## config.mk

```make
export PLATFORM = sky130hd
export DESIGN_NAME = uart_byte_receiver_flat
export DESIGN_NICKNAME = d
export VERILOG_FILES = /design/src/rtl/uart_byte_receiver_pkg.sv /design/src/rtl/uart_byte_receiver_if.sv /design/src/rtl/uart_byte_receiver_sync_2ff.sv /design/src/rtl/uart_byte_receiver.sv /design/src/flat_wrapper.sv
export SDC_FILE = /design/constraint.sdc
export NUM_CORES = 1
export LEC_CHECK = 0
export ABC_AREA = 0
export BUFFER_PORTS_ARGS = -buffer_cell sky130_fd_sc_hd__buf_2
export CORE_ASPECT_RATIO = 1.2
export CORE_MARGIN = 3
export CORE_UTILIZATION = 25
export CTS_CLUSTER_DIAMETER = 150
export DETAILED_ROUTE_END_ITERATION = 6
export PLACE_DENSITY = 0.51
export SLEW_MARGIN = 20
export SYNTH_ARGS = -nofsm -noshare
export SYNTH_HDL_FRONTEND = slang
export SYNTH_HIERARCHICAL = 1
export SYNTH_SLANG_ARGS = --single-unit
```

## constraint.sdc

```tcl
create_clock -name clk -period 1.5 [get_ports clk]
set_input_delay 0.375 -clock clk [delete_from_list [all_inputs] [get_ports clk]]
set_output_delay 0.375 -clock clk [all_outputs]
set_load 0.01 [all_outputs]
```

## src/rtl/uart_byte_receiver_pkg.sv

```systemverilog
// Shared constants and helpers for the 8N1 serial byte receiver feeding the program loader.
package uart_byte_receiver_pkg;

   localparam int ICE_STICK_CLOCK_RATE = 12000000;
   localparam int UART_BAUD_RATE       = 115200;

   // Whole system clocks per serial bit; the fractional part is dropped.
   function automatic int cyclesPerBit(input int clockRate, input int baudRate);
      return clockRate / baudRate;
   endfunction

endpackage

```

## src/rtl/uart_byte_receiver_if.sv

```systemverilog
// Serial line plus received-byte signals shared by the receiver (master) and the program loader (slave).
interface uart_byte_receiver_if;

   logic       rx;
   logic       rcv;
   logic [7:0] data;
   logic       frameError;
   logic       busy;

   modport master (
      input  rx,
      output rcv,
      output data,
      output frameError,
      output busy
   );

   modport slave (
      output rx,
      input  rcv,
      input  data,
      input  frameError,
      input  busy
   );

endinterface

```

## src/rtl/uart_byte_receiver_sync_2ff.sv

```systemverilog
// Two-flop synchronizer for a single asynchronous input; INIT sets the value held through reset.
module sync_2ff #(
   parameter logic INIT = 1'b1
) (
   input  logic clk,
   input  logic reset,
   input  logic d,
   output logic q
);

   logic metaR;
   logic stageR;

   // Metastability filter: two back-to-back capture stages.
   always_ff @(posedge clk) begin
      if (reset) begin
         metaR  <= INIT;
         stageR <= INIT;
      end else begin
         metaR  <= d;
         stageR <= metaR;
      end
   end

   assign q = stageR;

endmodule

```

## src/rtl/uart_byte_receiver.sv

```systemverilog
// 8N1 serial receiver: samples each bit at its centre, strobes rcv per good byte, flags bad stop bits.
module uart_byte_receiver
   import uart_byte_receiver_pkg::*;
#(
   parameter int clockRate = ICE_STICK_CLOCK_RATE,
   parameter int baudRate  = UART_BAUD_RATE
) (
   input  logic                   clk,
   input  logic                   reset,
   uart_byte_receiver_if.master   uart
);

   localparam int CPB  = cyclesPerBit(clockRate, baudRate);
   localparam int HALF = CPB / 2;
   localparam int CW   = (CPB > 1) ? $clog2(CPB) : 1;

   localparam logic [CW-1:0] CNT_ZERO     = CW'(0);
   localparam logic [CW-1:0] CNT_ONE      = CW'(1);
   localparam logic [CW-1:0] CNT_HALF_END = CW'(HALF - 1);
   localparam logic [CW-1:0] CNT_BIT_END  = CW'(CPB - 1);

   localparam logic [2:0] ST_IDLE  = 3'd0;
   localparam logic [2:0] ST_START = 3'd1;
   localparam logic [2:0] ST_DATA  = 3'd2;
   localparam logic [2:0] ST_STOP  = 3'd3;
   localparam logic [2:0] ST_BREAK = 3'd4;

   if (CPB < 4) begin : gCpbCheck
      $error("uart_byte_receiver: clockRate/baudRate must be at least 4");
   end

   logic          rxS;
   logic [2:0]    stateR;
   logic [CW-1:0] cntR;
   logic [2:0]    bitIdxR;
   logic [7:0]    shiftR;
   logic [7:0]    dataR;
   logic          rcvR;
   logic          frameErrorR;
   logic          lastBitS;
   logic          halfEndS;
   logic          bitEndS;

   sync_2ff #(.INIT(1'b1)) uRxSync (
      .clk   (clk),
      .reset (reset),
      .d     (uart.rx),
      .q     (rxS)
   );

   // Timer terminal counts and the explicit "eighth bit" flag.
   always_comb begin
      lastBitS = (bitIdxR == 3'd7);
      halfEndS = (cntR == CNT_HALF_END);
      bitEndS  = (cntR == CNT_BIT_END);
   end

   // Bit timer, frame FSM and output strobes; strobes default low so they last one cycle.
   always_ff @(posedge clk) begin
      if (reset) begin
         stateR      <= ST_IDLE;
         cntR        <= CNT_ZERO;
         bitIdxR     <= 3'd0;
         shiftR      <= 8'h00;
         dataR       <= 8'h00;
         rcvR        <= 1'b0;
         frameErrorR <= 1'b0;
      end else begin
         rcvR        <= 1'b0;
         frameErrorR <= 1'b0;
         case (stateR)
            ST_IDLE: begin
               if (!rxS) begin
                  stateR <= ST_START;
                  cntR   <= CNT_ZERO;
               end
            end
            ST_START: begin
               if (halfEndS) begin
                  cntR    <= CNT_ZERO;
                  bitIdxR <= 3'd0;
                  stateR  <= rxS ? ST_IDLE : ST_DATA;
               end else begin
                  cntR <= cntR + CNT_ONE;
               end
            end
            ST_DATA: begin
               if (bitEndS) begin
                  cntR   <= CNT_ZERO;
                  shiftR <= {rxS, shiftR[7:1]};
                  if (lastBitS) begin
                     stateR <= ST_STOP;
                  end else begin
                     bitIdxR <= bitIdxR + 3'd1;
                  end
               end else begin
                  cntR <= cntR + CNT_ONE;
               end
            end
            // Leaving at the stop-bit centre lets an immediately following start edge be caught.
            ST_STOP: begin
               if (bitEndS) begin
                  cntR <= CNT_ZERO;
                  if (rxS) begin
                     dataR  <= shiftR;
                     rcvR   <= 1'b1;
                     stateR <= ST_IDLE;
                  end else begin
                     frameErrorR <= 1'b1;
                     stateR      <= ST_BREAK;
                  end
               end else begin
                  cntR <= cntR + CNT_ONE;
               end
            end
            ST_BREAK: begin
               if (rxS) begin
                  stateR <= ST_IDLE;
               end
            end
            default: begin
               stateR <= ST_IDLE;
               cntR   <= CNT_ZERO;
            end
         endcase
      end
   end

   assign uart.rcv        = rcvR;
   assign uart.data       = dataR;
   assign uart.frameError = frameErrorR;
   assign uart.busy       = (stateR != ST_IDLE);

endmodule

```

## src/flat_wrapper.sv

```systemverilog
// flat-port wrapper written by rule: the top's interface ports become plain ports
module uart_byte_receiver_flat import uart_byte_receiver_pkg::*;
#(
   parameter int clockRate = ICE_STICK_CLOCK_RATE,
   parameter int baudRate  = UART_BAUD_RATE
)
  (clk, reset, uart_rx, uart_rcv, uart_data, uart_frameError, uart_busy);
  uart_byte_receiver_if uart_i ();
  input  logic clk;
  input  logic reset;
  input wire logic [$bits(uart_i.rx)-1:0] uart_rx;
  output wire logic [$bits(uart_i.rcv)-1:0] uart_rcv;
  output wire logic [$bits(uart_i.data)-1:0] uart_data;
  output wire logic [$bits(uart_i.frameError)-1:0] uart_frameError;
  output wire logic [$bits(uart_i.busy)-1:0] uart_busy;
  assign uart_i.rx = uart_rx;
  assign uart_rcv = uart_i.rcv;
  assign uart_data = uart_i.data;
  assign uart_frameError = uart_i.frameError;
  assign uart_busy = uart_i.busy;
  uart_byte_receiver #(.clockRate(clockRate), .baudRate(baudRate)) u_core (.clk(clk), .reset(reset), .uart(uart_i));
endmodule
```

[Yosys cells after proc, flatten, opt, wreduce, memory -nomap -nowiden]
Cells that the tools add are included.
Word-level totals
  bits of input ports: 3
  flip-flop bits (word level): 33
  logic and storage cells: 57
Operators by class
  add/sub/neg operators: 2
  multiplexer cells: 19
  bitwise operators: 3
  reductions and logical operators: 10
  eq/ne operators: 14
Operators with widths (number)
  3-bit 2-to-1 mux: 10
  7-bit one-hot mux with 4 select lines: 1
  7-bit 2-to-1 mux: 3
  3-bit one-hot mux with 5 select lines: 1
  2-bit by 1-bit inequality test with 1-bit output (second input constant): 4
  7-bit by 1-bit adder with 7-bit output (second input constant): 1
  7-bit by 6-bit == test with 1-bit output (second input constant): 1
  7-bit == test (second input constant): 1
  3-bit by 2-bit == test with 1-bit output (second input constant): 2
  3-bit == test (second input constant): 2
  2-bit inequality test (second input constant): 3
  3-bit one-hot mux with 2 select lines: 1
  6-bit AND reduction: 1
  2-bit AND reduction: 2
  4-bit AND reduction: 1
  3-bit by 1-bit adder with 3-bit output (second input constant): 1
  3-bit by 1-bit == test with 1-bit output (second input constant): 1
  3-bit zero test: 1
  1-bit inverter: 3
  3-bit AND reduction: 1
  3-bit nonzero test: 1
  3-bit OR reduction: 1
  1-bit 2-to-1 mux: 2
  2-bit 2-to-1 mux: 1
  other kinds (2): 2

[Depth between registers and ports, before layout]
Gate-level depths: netlist of the first run.
  depth in word-level cells: 4
  depth in mapped cells: 7

[Modules after synthesis]
Netlist of the first run, hierarchy kept.
By module, submodules not included
  uart_byte_receiver: times used 1, cells an instance 174, area an instance 1536.5 um^2
  sync_2ff: times used 1, cells an instance 4, area an instance 52.6 um^2

[Worst setup path before layout of the first run]
OpenSTA, ideal clock, no wires.
  kind: register to register
  start point: register u_core.cntR[0]
  end point: register u_core.dataR[0], in the netlist u_core/uart.data[0]
  setup slack: -0.166 ns
  data arrival time: 1.594 ns
  stages on the path, launching flop included: 8
  setup time: 0.072 ns
  buffers on the path: 2
  required time: 1.428 ns
  period minus slack after synthesis: 1.666 ns
  cell sequence: dfxtp_1 ha_1 nor2b_1 clkbuf_8 and2_1 and4_1 buf_6 mux2i_1
Between the ends
  word-level cells in the longest chain between the ends: 2
RTL lines
  start, declared: line uart_byte_receiver.sv:34  | logic [CW-1:0] cntR;
  start signal, assigned: line uart_byte_receiver.sv:84  | cntR <= cntR + CNT_ONE;
  start signal, assigned: line uart_byte_receiver.sv:97  | cntR <= cntR + CNT_ONE;
  start signal, assigned: line uart_byte_receiver.sv:113  | cntR <= cntR + CNT_ONE;
  7-bit == test: line uart_byte_receiver.sv:55  | bitEndS = (cntR == CNT_BIT_END);
  3-bit AND reduction (no source line)
  end signal, assigned: line uart_byte_receiver.sv:105  | dataR <= shiftR;
  end, declared: line uart_byte_receiver.sv:37  | logic [7:0] dataR;
Every way passes these cells.
A chain may end at the register's enable or synchronous reset.

[Final worst setup path of the first run]
  start point: register u_core.stateR[2]
  end point: output uart_busy
Between the ends
  word-level cells in the longest chain between the ends: 1
RTL lines
  start, declared: line uart_byte_receiver.sv:33  | logic [2:0] stateR;
  start signal, assigned: line uart_byte_receiver.sv:82  | stateR <= rxS ? ST_IDLE : ST_DATA;
  3-bit nonzero test: line uart_byte_receiver.sv:132  | assign uart.busy = (stateR != ST_IDLE);
  end, declared: line flat_wrapper.sv:15  | output wire logic [$bits(uart_i.busy)-1:0] uart_busy;
Every way passes these cells.

==> impl_results.html, run 1 <==
<table>
<tr><th>Metric</th><th>Value</th></tr>
<tr><th colspan="2">Power</th></tr>
<tr><td>Worst IR drop on VDD</td><td>0.311 mV</td></tr>
<tr><td>Sum of internal, switching and leakage power</td><td>2.01 mW</td></tr>
<tr><td>Cell area power density</td><td>927 nW/um^2</td></tr>
<tr><td>Total leakage power</td><td>0.840 nW</td></tr>
<tr><th colspan="2">Clock network</th></tr>
<tr><td>Hold buffers post-CTS</td><td>0</td></tr>
<tr><td>Maximum clock path buffer count</td><td>2</td></tr>
<tr><td>Worst-skew pair later-pin latency</td><td>0.29 ns</td></tr>
<tr><td>Cts bufs inserted</td><td>5</td></tr>
<tr><td>Clock tree from TritonCTS</td><td>built</td></tr>
<tr><td>Clock Tree Root</td><td>sky130_fd_sc_hd__clkbuf_8</td></tr>
<tr><td>Clock sink total</td><td>33</td></tr>
<tr><td>Clock-pin slew on the worst setup and hold paths</td><td>0.07 ns</td></tr>
<tr><td>CTS H-Tree Depth</td><td>2</td></tr>
<tr><th colspan="2">Global route</th></tr>
<tr><td>Wire length of the first global-routing pass</td><td>5770 um</td></tr>
<tr><td>Global-route track usage on met2</td><td>16.0%</td></tr>
<tr><td>Antenna violations before repair</td><td>0</td></tr>
<tr><td>Sum of overflow across all layers after global routing</td><td>0</td></tr>
<tr><td>Maximum number of pins on one net before global-route repair</td><td>32</td></tr>
<tr><td>Global-route usage over all layers</td><td>9.85%</td></tr>
<tr><td>Layer carrying the most global-route usage</td><td>met2</td></tr>
<tr><td>Via count of the first global-routing pass</td><td>1,284</td></tr>
<tr><td>Global routing met3 resource utilization</td><td>2.79%</td></tr>
<tr><td>GRT met1 Usage</td><td>12.0%</td></tr>
<tr><th colspan="2">STA</th></tr>
<tr><td>RSZ-0062 raised after global routing</td><td>yes</td></tr>
<tr><td>Worst clock skew</td><td>0.0101 ns</td></tr>
<tr><td>Final hold violation count</td><td>0</td></tr>
<tr><td>Transition time at the pin with the least slew margin</td><td>0.365 ns</td></tr>
<tr><td>Part of the cycle the worst path needs</td><td>105%</td></tr>
<tr><td>Worst setup margin</td><td>-0.0769 ns</td></tr>
<tr><td>Total of endpoints with negative setup slack in the final report</td><td>9</td></tr>
<tr><td>Hold_ws</td><td>0.261 ns</td></tr>
<tr><td>Worst slew margin relative to its limit</td><td>75.5%</td></tr>
<tr><td>Final Max Slew Viols</td><td>0</td></tr>
<tr><td>Min Tclk post-route</td><td>1.58 ns</td></tr>
<tr><td>Highest clock frequency the design can meet</td><td>634 MHz</td></tr>
<tr><th colspan="2">Critical path</th></tr>
<tr><td>Critical path peak fanout</td><td>2</td></tr>
<tr><td>R2R depth</td><td>6</td></tr>
<tr><td>Worst endpoint data arrival time</td><td>1.20 ns</td></tr>
<tr><td>Flop-to-flop setup slack</td><td>-0.02 ns</td></tr>
<tr><td>Startpoint types</td><td>flip-flop</td></tr>
<tr><td>Path type of the worst setup path</td><td>reg -&gt; out</td></tr>
<tr><td>Slowest-stage cell, CP</td><td>sky130_fd_sc_hd__dfxtp_2</td></tr>
<tr><td>Critical path data required time</td><td>1.12 ns</td></tr>
<tr><td>Largest stage delay, worst path</td><td>0.33 ns</td></tr>
<tr><td>Crit. End Element</td><td>primary output</td></tr>
<tr><td>Cell Chain, Critical Path</td><td>buf_6, or3_1, buf_2</td></tr>
<tr><th colspan="2">Cells and area</th></tr>
<tr><td>Area added between synthesis and finish</td><td>36.6%</td></tr>
<tr><td>Utilization after layout</td><td>35.6%</td></tr>
<tr><td>Non-Filler Instances</td><td>307</td></tr>
<tr><td>Ant. Diodes</td><td>0</td></tr>
<tr><td>Final std cell area, no fill</td><td>2170 um^2</td></tr>
<tr><td>Fraction of layout instances using a drive strength above 1</td><td>34.7%</td></tr>
<tr><td>Number of nets in the layout</td><td>230</td></tr>
<tr><th colspan="2">Yosys</th></tr>
<tr><td>Async S/R FF share, synth</td><td>0%</td></tr>
<tr><td>Share of the synthesized area in the top cell type</td><td>41.6%</td></tr>
<tr><td>Cell with the most instances after synthesis</td><td>sky130_fd_sc_hd__dfxtp_1</td></tr>
<tr><td>Yosys warns</td><td>6</td></tr>
<tr><td>Post-synthesis sequential element count</td><td>33</td></tr>
<tr><td>Top cells by instance count after synthesis</td><td>sky130_fd_sc_hd__dfxtp_1, sky130_fd_sc_hd__nand2_1, sky130_fd_sc_hd__a21oi_1</td></tr>
<tr><td>Predominant post-synthesis flop cell</td><td>sky130_fd_sc_hd__dfxtp_1</td></tr>
<tr><td>Post-Synthesis Mean Instance Area</td><td>8.93 um^2</td></tr>
<tr><td>Number of flops mapped to enable cells by yosys</td><td>0</td></tr>
<tr><td>Mapped Cells</td><td>178</td></tr>
<tr><td>Post-Synthesis Cell Area</td><td>1590 um^2</td></tr>
<tr><td>Count of unique library cells instantiated by Yosys</td><td>44</td></tr>
<tr><td>Mapped Nets</td><td>184</td></tr>
<tr><td>Proportion of synthesized chip area in sequential cells</td><td>41.6%</td></tr>
<tr><td>Biggest area consumer among synthesized cells</td><td>sky130_fd_sc_hd__dfxtp_1</td></tr>
<tr><td>Dominant cells by area after synthesis</td><td>sky130_fd_sc_hd__dfxtp_1, sky130_fd_sc_hd__nand2b_1, sky130_fd_sc_hd__nand2_1</td></tr>
<tr><th colspan="2">Placed design</th></tr>
<tr><td>Count of buffers inserted at the top-level ports</td><td>13</td></tr>
<tr><td>Dpl cell area</td><td>1920 um^2</td></tr>
<tr><td>Dpl hpwl</td><td>2380 um</td></tr>
<tr><td>Number of placed cells counting well taps</td><td>290</td></tr>
<tr><td>Routability congestion estimate from global placement</td><td>0.745</td></tr>
<tr><th colspan="2">Routing</th></tr>
<tr><td>Initial DRC Count</td><td>36</td></tr>
<tr><td>Routed via count divided by cell count</td><td>4.42</td></tr>
<tr><td>Sum of routed wire length over all layers</td><td>3370 um</td></tr>
<tr><td>Avg WL per Cell</td><td>11.0 um</td></tr>
<tr><td>Detailed-route via count</td><td>1,357</td></tr>
<tr><td>Number of detailed-route iterations in the first pass</td><td>4</td></tr>
<tr><td>Drt drc</td><td>0</td></tr>
<tr><td>Count of antenna-violating nets left after detailed routing</td><td>0</td></tr>
<tr><th colspan="2">Outcome</th></tr>
<tr><td>Result of the run</td><td>finished, violations left</td></tr>
<tr><td>Failing checks</td><td>setup timing</td></tr>
<tr><th colspan="2">Floorplan</th></tr>
<tr><td>DIE AREA</td><td>7350 um^2</td></tr>
<tr><td>Die Ht</td><td>93.3 um</td></tr>
<tr><td>Top-Level Pins</td><td>14</td></tr>
<tr><td>Core area</td><td>6090 um^2</td></tr>
<tr><td>DIE WIDTH</td><td>78.8 um</td></tr>
<tr><td>Effective utilization at floorplan</td><td>26.1%</td></tr>
<tr><td>Count of standard-cell rows</td><td>31</td></tr>
<tr><th colspan="2">Worst hold path</th></tr>
<tr><td>Worst Hold Class</td><td>in -&gt; reg</td></tr>
<tr><td>Hold-critical path depth</td><td>2</td></tr>
<tr><th colspan="2">Flow run</th></tr>
<tr><td>Maximum Capacitance Violations</td><td>0</td></tr>
</table>
==> flip-flops by register name (all words and copies together), names as in the netlist <==
| name | cells |
|---|---|
| u_core/uart.rcv | 1 |
| u_core/bitIdxR | 3 |
| u_core/cntR | 7 |
| u_core/uRxSync/metaR | 1 |
| u_core/uart.frameError | 1 |
| u_core/stateR | 3 |
| u_core/uRxSync/q | 1 |
| u_core/uart.data | 8 |
| u_core/shiftR | 8 |
==> final cells by class <==
| class | count | area [um^2] |
|---|---|---|
| fillers | 644 | 3920 |
| multi-input cells | 132 | 876 |
| flip-flops and latches | 33 | 667 |
| repair buffers | 50 | 384 |
| well taps | 82 | 103 |
| clock buffers | 5 | 68.8 |
| clock inverters | 3 | 65.1 |
| inverters | 2 | 7.51 |
==> worst paths after layout <==
| check | from | end |
|---|---|---|
| max | u_core/stateR[2] | uart_busy |
| min | uart_rx | u_core/uRxSync/metaR |
| max reg2reg | u_core/cntR[1] | u_core/uart.data[0] |
| min reg2reg | u_core/uRxSync/metaR | u_core/uRxSync/q |
==> layer usage <==
metal	up-vias	part of all wire, %
met4	0	1.0
li1	720	-
met2	18	48
met3	3	3.4
met5	-	0
met1	616	48
==> cell usage in the layout, fill, tap and decap left out, types with 2 or more instances in the layout <==
master | netlist | layout
sky130_fd_sc_hd__dfxtp_1 | 33 | 28
sky130_fd_sc_hd__nor2_1 | 7 | 6
sky130_fd_sc_hd__buf_2 | 1 | 13
sky130_fd_sc_hd__a21boi_2 | 3 | 2
sky130_fd_sc_hd__and4b_2 | 1 | 2
sky130_fd_sc_hd__o21a_1 | 2 | 2
sky130_fd_sc_hd__dfxtp_2 | 0 | 5
sky130_fd_sc_hd__buf_4 | 0 | 32
sky130_fd_sc_hd__buf_6 | 3 | 3
sky130_fd_sc_hd__nor3_1 | 5 | 5
sky130_fd_sc_hd__nor3b_1 | 2 | 2
sky130_fd_sc_hd__inv_1 | 2 | 2
sky130_fd_sc_hd__nand2b_1 | 16 | 16
sky130_fd_sc_hd__or3_1 | 2 | 2
sky130_fd_sc_hd__clkbuf_8 | 2 | 5
sky130_fd_sc_hd__nand2_1 | 25 | 25
sky130_fd_sc_hd__o21ai_0 | 5 | 5
sky130_fd_sc_hd__nand3_1 | 5 | 5
sky130_fd_sc_hd__nand3b_1 | 3 | 3
sky130_fd_sc_hd__bufinv_16 | 0 | 2
sky130_fd_sc_hd__ha_1 | 3 | 2
sky130_fd_sc_hd__o211ai_1 | 5 | 5
sky130_fd_sc_hd__mux2i_1 | 8 | 8
sky130_fd_sc_hd__a21oi_1 | 17 | 16
sky130_fd_sc_hd__or2_1 | 2 | 2
==> power by group <==
group | total, mW | internal (mW) | switching, mW
Sequential | 0.895 | 0.887 | 0.00867
Combinational | 0.110 | 0.0584 | 0.0515
Clock | 1.01 | 0.660 | 0.346
==> metrics by stage <==
stage / worst slack (ns) / setup TNS (ns)
floorplan: 0.00511 / 0
global placement: 0.00118 / 0
detailed placement: -0.0379 / -0.162
CTS: -0.0914 / -0.151
global route: -0.132 / -1.59
finish: -0.0769 / -0.178
==> timing repair <==
item | in CTS | in global routing
endpoints found under the setup margin | 12 | 24
pin swaps | 6 | 4
gates resized for setup | 6 | 5
buffers inserted | 7 | 2
gates cloned | 0 | 1
==> kinds of logic after synthesis <==
kind of cell	after synthesis	synth area share (%)
AO/OA/AOI/OAI	41	17.2
XOR/XNOR	1	0.551
adder cells (fa/ha/maj)	3	2.36
buffers and inverters	13	5.83
flip-flops	33	41.6
multiplexers	8	5.04
AND/OR/NAND/NOR	79	27.4
==> worst max-delay path, delay by kind of cell (launching register included) <==
family	cells	cell delay [ns]
buf+inv	2	0.26
flops	1	0.33
simple gates	1	0.33
(Power assumes the default switching activity.)
==> inputs of run 2 (changes only) <==
- GPL_TIMING_DRIVEN: default -> 0
==> run 2 against run 1 <==
The run still ends with setup timing left. Critical endpoint unchanged. Wire length up 14%. Sequential power about the same. Sequential share of layout area down 0.12 points. Critical path depth unchanged. First-iteration DRC count up 22%. Die area unchanged. Count of clock-buffer cells in the layout up 2. Clock skew down 0.0058 ns. Total power down 6.6%. Via count up 2.9%. Flip-flop and latch count unchanged. Clock power down 13%.
==> impl_results.html, run 2 (synthesized netlist as in run 1, its figures left out) <==
<table>
<tr><th>Metric</th><th>Value</th></tr>
<tr><th colspan="2">STA</th></tr>
<tr><td>Hold_ws</td><td>0.267 ns</td></tr>
<tr><td>Total of endpoints with negative setup slack in the final report</td><td>13</td></tr>
<tr><td>Worst slew margin relative to its limit</td><td>61.7%</td></tr>
<tr><td>Worst setup margin</td><td>-0.104 ns</td></tr>
<tr><td>Worst clock skew</td><td>0.00430 ns</td></tr>
<tr><td>RSZ-0062 raised after global routing</td><td>yes</td></tr>
<tr><td>Part of the cycle the worst path needs</td><td>107%</td></tr>
<tr><td>Transition time at the pin with the least slew margin</td><td>0.575 ns</td></tr>
<tr><td>Final Max Slew Viols</td><td>0</td></tr>
<tr><td>Highest clock frequency the design can meet</td><td>623 MHz</td></tr>
<tr><td>Min Tclk post-route</td><td>1.60 ns</td></tr>
<tr><td>Final hold violation count</td><td>0</td></tr>
<tr><th colspan="2">Critical path</th></tr>
<tr><td>Critical path's top delay family</td><td>flip-flops</td></tr>
<tr><td>Critical Path Start</td><td>u_core/stateR[0]</td></tr>
<tr><td>Startpoint types</td><td>flip-flop</td></tr>
<tr><td>Buffers and inverters on the worst path</td><td>2</td></tr>
<tr><td>Stages on the worst setup path</td><td>3</td></tr>
<tr><td>Cell Chain, Critical Path</td><td>clkbuf_8, or3_1, buf_2</td></tr>
<tr><td>Crit. End Element</td><td>primary output</td></tr>
<tr><td>Path type of the worst setup path</td><td>reg -&gt; out</td></tr>
<tr><td>Critical path peak fanout</td><td>2</td></tr>
<tr><td>Flop-to-flop setup slack</td><td>-0.10 ns</td></tr>
<tr><td>Launch instance of the worst register-to-register path</td><td>u_core/cntR[5]</td></tr>
<tr><td>R2R depth</td><td>4</td></tr>
<tr><td>Slowest-stage cell, CP</td><td>sky130_fd_sc_hd__dfxtp_2</td></tr>
<tr><td>Critical path data required time</td><td>1.12 ns</td></tr>
<tr><td>End of the worst register-to-register path</td><td>u_core/stateR[1]</td></tr>
<tr><td>End point of the critical path</td><td>uart_busy</td></tr>
<tr><td>Worst endpoint data arrival time</td><td>1.23 ns</td></tr>
<tr><td>Largest stage delay, worst path</td><td>0.34 ns</td></tr>
<tr><th colspan="2">Cells and area</th></tr>
<tr><td>Most common library cell in the layout ignoring fill and taps</td><td>sky130_fd_sc_hd__dfxtp_1</td></tr>
<tr><td>Ant. Diodes</td><td>0</td></tr>
<tr><td>Area added between synthesis and finish</td><td>38.4%</td></tr>
<tr><td>Fraction of layout instances using a drive strength above 1</td><td>38.5%</td></tr>
<tr><td>Filler Cells Inserted</td><td>626</td></tr>
<tr><td>Utilization after layout</td><td>36.1%</td></tr>
<tr><td>Top library cells by usage in the layout, fill and taps aside</td><td>sky130_fd_sc_hd__dfxtp_1, sky130_fd_sc_hd__nand2_1, sky130_fd_sc_hd__nand2b_1</td></tr>
<tr><td>Final std cell area, no fill</td><td>2200 um^2</td></tr>
<tr><td>Number of nets in the layout</td><td>223</td></tr>
<tr><th colspan="2">Clock network</th></tr>
<tr><td>Maximum clock path buffer count</td><td>2</td></tr>
<tr><td>Hold buffers post-CTS</td><td>0</td></tr>
<tr><td>Worst-skew pair later-pin latency</td><td>0.29 ns</td></tr>
<tr><td>Cts bufs inserted</td><td>5</td></tr>
<tr><td>Clock tree from TritonCTS</td><td>built</td></tr>
<tr><td>Clock-pin slew on the worst setup and hold paths</td><td>0.07 ns</td></tr>
<tr><td>CTS H-Tree Depth</td><td>2</td></tr>
<tr><td>Clock Tree Root</td><td>sky130_fd_sc_hd__clkbuf_8</td></tr>
<tr><td>Clock sink total</td><td>33</td></tr>
<tr><th colspan="2">Global route</th></tr>
<tr><td>Maximum number of pins on one net before global-route repair</td><td>11</td></tr>
<tr><td>Sum of overflow across all layers after global routing</td><td>0</td></tr>
<tr><td>Wire length of the first global-routing pass</td><td>6210 um</td></tr>
<tr><td>Via count of the first global-routing pass</td><td>1,367</td></tr>
<tr><td>Antenna violations before repair</td><td>0</td></tr>
<tr><td>Global-route usage over all layers</td><td>10.7%</td></tr>
<tr><th colspan="2">Worst hold path</th></tr>
<tr><td>Min-Delay Startpoint</td><td>uart_rx</td></tr>
<tr><td>Worst Hold Class</td><td>in -&gt; reg</td></tr>
<tr><th colspan="2">Floorplan</th></tr>
<tr><td>Top-Level Pins</td><td>14</td></tr>
<tr><td>DIE WIDTH</td><td>78.8 um</td></tr>
<tr><td>Core area</td><td>6090 um^2</td></tr>
<tr><td>DIE AREA</td><td>7350 um^2</td></tr>
<tr><td>Effective utilization at floorplan</td><td>26.1%</td></tr>
<tr><td>Count of standard-cell rows</td><td>31</td></tr>
<tr><td>Die Ht</td><td>93.3 um</td></tr>
<tr><th colspan="2">Routing</th></tr>
<tr><td>Routed via count divided by cell count</td><td>4.66</td></tr>
<tr><td>Initial DRC Count</td><td>44</td></tr>
<tr><td>Count of antenna-violating nets left after detailed routing</td><td>0</td></tr>
<tr><td>Number of detailed-route iterations in the first pass</td><td>4</td></tr>
<tr><td>Drt drc</td><td>0</td></tr>
<tr><td>Sum of routed wire length over all layers</td><td>3830 um</td></tr>
<tr><td>Detailed-route via count</td><td>1,397</td></tr>
<tr><td>Avg WL per Cell</td><td>12.8 um</td></tr>
<tr><th colspan="2">Power</th></tr>
<tr><td>Worst IR drop on VDD</td><td>0.366 mV</td></tr>
<tr><td>Sum of internal, switching and leakage power</td><td>1.88 mW</td></tr>
<tr><td>Cell area power density</td><td>854 nW/um^2</td></tr>
<tr><td>Total leakage power</td><td>0.808 nW</td></tr>
<tr><th colspan="2">Placed design</th></tr>
<tr><td>Dpl cell area</td><td>1780 um^2</td></tr>
<tr><td>Dpl hpwl</td><td>2340 um</td></tr>
<tr><td>Routability congestion estimate from global placement</td><td>0.766</td></tr>
<tr><td>Count of buffers inserted at the top-level ports</td><td>13</td></tr>
<tr><td>Pre-CTS WS</td><td>-0.202 ns</td></tr>
<tr><th colspan="2">Flow run</th></tr>
<tr><td>Maximum Capacitance Violations</td><td>0</td></tr>
<tr><th colspan="2">Outcome</th></tr>
<tr><td>Failing checks</td><td>setup timing</td></tr>
<tr><td>Result of the run</td><td>finished, violations left</td></tr>
</table>
-- run 2: changes by cell type in the layout (fill, tap and decap cells not counted), sizes merged --
cell / previous run / this run
bufinv: 2 / 1
buf: 49 / 37
clkinv: 1 / 0
clkbuf: 6 / 13
-- run 2: routing by layer --
metal | wire length [um] | share of wire, % | vias to the layer above | track usage, %
met5 | 0 | 0 | - | 0
met1 | 1770 | 46 | 655 | 13.0
met2 | 1860 | 49 | 25 | 17.7
li1 | - | - | 709 | -
met3 | 142 | 3.7 | 8 | 2.79
met4 | 55 | 1.4 | 0 | 4.81
-- run 2: worst min path at each step --
stage	endpoint	slack (ns)	cells after the start
detailed placement	u_core/uRxSync/q	0.39	1
CTS	u_core/uRxSync/metaR	0.26	2
global route	u_core/uRxSync/metaR	0.26	2
global placement	u_core/uRxSync/q	0.39	1
finish	u_core/uRxSync/metaR	0.27	2
floorplan	u_core/uRxSync/q	0.38	1
-- run 2: what timing repair did --
item | in CTS | in global routing
cloned | 3 | 0
hold endpoints to repair | 0 | 0
setup endpoints to repair | 24 | 30
setup buffers | 11 | 7
gates resized for setup | 29 | 20
pin swaps | 19 | 10
-- run 2: power breakdown --
group	leakage (nW)	switching (mW)	total, mW	internal [mW]
registers	0.270	0.0103	0.895	0.885
clock network	0.0585	0.333	0.875	0.542
logic	0.480	0.0569	0.109	0.0520
-- run 2: per-stage QoR --
step / setup TNS (ns) / instances
CTS: -1.07 / 295
detailed placement: -3.57 / 273
finish: -0.472 / 300
global route: -1.96 / 300
floorplan: 0 / 178
global placement: -3.48 / 273
-- run 2: layout make-up --
| class | count | area [um^2] | share of cell area (%) |
|---|---|---|---|
| Buffer | 11 | 114 | 5.18 |
| Clock inverter | 1 | 30.0 | 1.37 |
| Multi-Input combinational cell | 132 | 955 | 43.4 |
| Timing Repair Buffer | 32 | 231 | 10.5 |
| Tap cell | 82 | 103 | 4.66 |
| Sequential cell | 33 | 673 | 30.6 |
| Inverter | 2 | 7.51 | 0.341 |
| Clock buffer | 7 | 86.3 | 3.92 |
==> inputs of run 3 (changes only) <==
- CORE_UTILIZATION: 25 -> 40
- PLACE_DENSITY: 0.51 -> 0.69
==> run 3 against run 2 <==
The run still ends with setup timing left. Count of clock-buffer cells in the layout down 2. Maximum frequency increased by 3.0%. Total power fell by 12%. Sequential share of layout area up 0.99 points. Design area shrank 1.1%. Clock power decreased by 25%. Utilization rose by 22 points. Sequential power is 0.7% lower. Combinational power shrank 6%. Hold slack improved by 0.0093 ns. Critical path depth grew 4. Critical path type is now reg -> reg. Largest power group unchanged. Highest routed layer unchanged.
==> impl_results.html, run 3 (synthesized netlist as in run 1, its figures left out) <==
<table>
<tr><th>Metric</th><th>Value</th></tr>
<tr><th colspan="2">Cells and area</th></tr>
<tr><td>Number of nets in the layout</td><td>225</td></tr>
<tr><td>Ant. Diodes</td><td>0</td></tr>
<tr><td>Fraction of layout instances using a drive strength above 1</td><td>42.7%</td></tr>
<tr><td>Top library cells by usage in the layout, fill and taps aside</td><td>sky130_fd_sc_hd__dfxtp_1, sky130_fd_sc_hd__buf_4, sky130_fd_sc_hd__nand2_1</td></tr>
<tr><td>Area added between synthesis and finish</td><td>36.9%</td></tr>
<tr><td>Most common library cell in the layout ignoring fill and taps</td><td>sky130_fd_sc_hd__dfxtp_1</td></tr>
<tr><th colspan="2">Critical path</th></tr>
<tr><td>Critical path data required time</td><td>1.71 ns</td></tr>
<tr><td>Critical path peak fanout</td><td>8</td></tr>
<tr><td>Worst endpoint data arrival time</td><td>1.77 ns</td></tr>
<tr><td>Startpoint types</td><td>flip-flop</td></tr>
<tr><td>Path type of the worst setup path</td><td>reg -&gt; reg</td></tr>
<tr><td>Crit. End Element</td><td>flip-flop</td></tr>
<tr><th colspan="2">STA</th></tr>
<tr><td>Final hold violation count</td><td>0</td></tr>
<tr><td>Transition time at the pin with the least slew margin</td><td>0.552 ns</td></tr>
<tr><td>Part of the cycle the worst path needs</td><td>104%</td></tr>
<tr><td>Final Max Slew Viols</td><td>0</td></tr>
<tr><td>Hold_ws</td><td>0.277 ns</td></tr>
<tr><td>RSZ-0062 raised after global routing</td><td>yes</td></tr>
<tr><td>Worst setup margin</td><td>-0.0573 ns</td></tr>
<tr><td>Highest clock frequency the design can meet</td><td>642 MHz</td></tr>
<tr><td>Min Tclk post-route</td><td>1.56 ns</td></tr>
<tr><td>Total of endpoints with negative setup slack in the final report</td><td>11</td></tr>
<tr><td>Worst clock skew</td><td>0.00420 ns</td></tr>
<tr><td>Worst slew margin relative to its limit</td><td>63.2%</td></tr>
<tr><th colspan="2">Routing</th></tr>
<tr><td>Avg WL per Cell</td><td>14.0 um</td></tr>
<tr><td>Sum of routed wire length over all layers</td><td>3820 um</td></tr>
<tr><td>Routed via count divided by cell count</td><td>5.16</td></tr>
<tr><td>Count of antenna-violating nets left after detailed routing</td><td>0</td></tr>
<tr><td>Detailed-route via count</td><td>1,403</td></tr>
<tr><td>Drt drc</td><td>0</td></tr>
<tr><td>Number of detailed-route iterations in the first pass</td><td>4</td></tr>
<tr><td>Initial DRC Count</td><td>54</td></tr>
<tr><th colspan="2">Global route</th></tr>
<tr><td>Maximum number of pins on one net before global-route repair</td><td>12</td></tr>
<tr><td>Global-route usage over all layers</td><td>16.3%</td></tr>
<tr><td>Sum of overflow across all layers after global routing</td><td>0</td></tr>
<tr><td>Antenna violations before repair</td><td>0</td></tr>
<tr><td>Wire length of the first global-routing pass</td><td>6060 um</td></tr>
<tr><td>Via count of the first global-routing pass</td><td>1,310</td></tr>
<tr><th colspan="2">Floorplan</th></tr>
<tr><td>Count of standard-cell rows</td><td>24</td></tr>
<tr><td>DIE AREA</td><td>4770 um^2</td></tr>
<tr><td>Effective utilization at floorplan</td><td>42.7%</td></tr>
<tr><td>DIE WIDTH</td><td>63.5 um</td></tr>
<tr><td>Core area</td><td>3720 um^2</td></tr>
<tr><td>Top-Level Pins</td><td>14</td></tr>
<tr><td>Die Ht</td><td>75.0 um</td></tr>
<tr><th colspan="2">Power</th></tr>
<tr><td>Cell area power density</td><td>758 nW/um^2</td></tr>
<tr><td>Sum of internal, switching and leakage power</td><td>1.65 mW</td></tr>
<tr><td>Total leakage power</td><td>0.810 nW</td></tr>
<tr><td>Worst IR drop on VDD</td><td>0.331 mV</td></tr>
<tr><th colspan="2">Worst hold path</th></tr>
<tr><td>Worst Hold Class</td><td>in -&gt; reg</td></tr>
<tr><th colspan="2">Placed design</th></tr>
<tr><td>Routability congestion estimate from global placement</td><td>0.831</td></tr>
<tr><td>Count of buffers inserted at the top-level ports</td><td>13</td></tr>
<tr><td>Dpl hpwl</td><td>2170 um</td></tr>
<tr><td>Pre-CTS WS</td><td>-0.199 ns</td></tr>
<tr><th colspan="2">Flow run</th></tr>
<tr><td>Maximum Capacitance Violations</td><td>0</td></tr>
<tr><th colspan="2">Clock network</th></tr>
<tr><td>Clock tree from TritonCTS</td><td>built</td></tr>
<tr><td>Cts bufs inserted</td><td>5</td></tr>
<tr><td>Clock-pin slew on the worst setup and hold paths</td><td>0.07 ns</td></tr>
<tr><td>Clock Tree Root</td><td>sky130_fd_sc_hd__clkbuf_8</td></tr>
<tr><td>CTS H-Tree Depth</td><td>2</td></tr>
<tr><td>Worst-skew pair later-pin latency</td><td>0.28 ns</td></tr>
<tr><td>Maximum clock path buffer count</td><td>2</td></tr>
<tr><td>Hold buffers post-CTS</td><td>0</td></tr>
<tr><td>Clock sink total</td><td>33</td></tr>
<tr><th colspan="2">Outcome</th></tr>
<tr><td>Result of the run</td><td>finished, violations left</td></tr>
<tr><td>Failing checks</td><td>setup timing</td></tr>
</table>
## run 3: cell count changes in the layout (fill, tap and decap cells not counted), sizes merged
cell,previous run,this run
buf,37,40
clkbuf,13,10
clkinv,0,2
bufinv,1,0
clkinvlp,0,1
## run 3: per-layer routing
layer / global-route usage, % / wire length, um / share of wire (%) / up-vias
li1: - / - / - / 711
met1: 18.5 / 1670 / 44 / 662
met2: 29.6 / 1980 / 52 / 24
met3: 4.03 / 125 / 3.3 / 6
met4: 6.71 / 50 / 1.3 / 0
met5: 0 / 0 / 0 / -
## run 3: area by class of cell
cell class              count  area (um^2)
plain buffers              10          100
clock buffers               5         68.8
clock inverters             3         17.5
fillers                   342         1550
inverters                   2         7.51
multi-input cells         132          971
flip-flops and latches     33          687
well taps                  52         65.1
repair buffers             35          258
## run 3: worst paths after layout
kind	start	end	slack, ns	cells past startpoint
worst max register to register	u_core/cntR[1]	u_core/uart.data[3]	-0.06	7
worst min register to register	u_core/uRxSync/metaR	u_core/uRxSync/q	0.41	1
worst max-delay path	u_core/cntR[1]	u_core/uart.data[3]	-0.06	7
worst min-delay path	uart_rx	u_core/uRxSync/metaR	0.28	2
## run 3: critical path, cell delays in order (launching register included)
cell,delay [ns]
sky130_fd_sc_hd__dfxtp_4,0.36
sky130_fd_sc_hd__ha_4,0.13
sky130_fd_sc_hd__nor2b_4,0.15
sky130_fd_sc_hd__buf_8,0.14
sky130_fd_sc_hd__and2_4,0.15
sky130_fd_sc_hd__and4_4,0.24
sky130_fd_sc_hd__buf_6,0.14
sky130_fd_sc_hd__mux2i_1,0.18
## run 3: through the flow
stage,instances,util (%),TNS [ns],instance area [um^2]
2_1_floorplan,178,-,0,1610
3_3_place_gp,243,46.8,-2.83,1740
3_5_place_dp,243,46.8,-2.97,1740
4_1_cts,267,54.0,-0.506,2010
5_1_grt,272,58.4,-1.44,2170
6_report,272,58.4,-0.407,2170
## run 3: what timing repair did
item | 4_1_cts | 5_1_grt
pin swaps | 6 | 18
buffers inserted | 15 | 5
setup endpoints to repair | 23 | 28
gates resized for setup | 21 | 39
cloned | 2 | 0
## run 3: power breakdown
part | internal [mW] | total [mW] | switching (mW)
combinational | 0.0488 | 0.103 | 0.0547
clock | 0.320 | 0.657 | 0.337
sequential | 0.879 | 0.889 | 0.00987
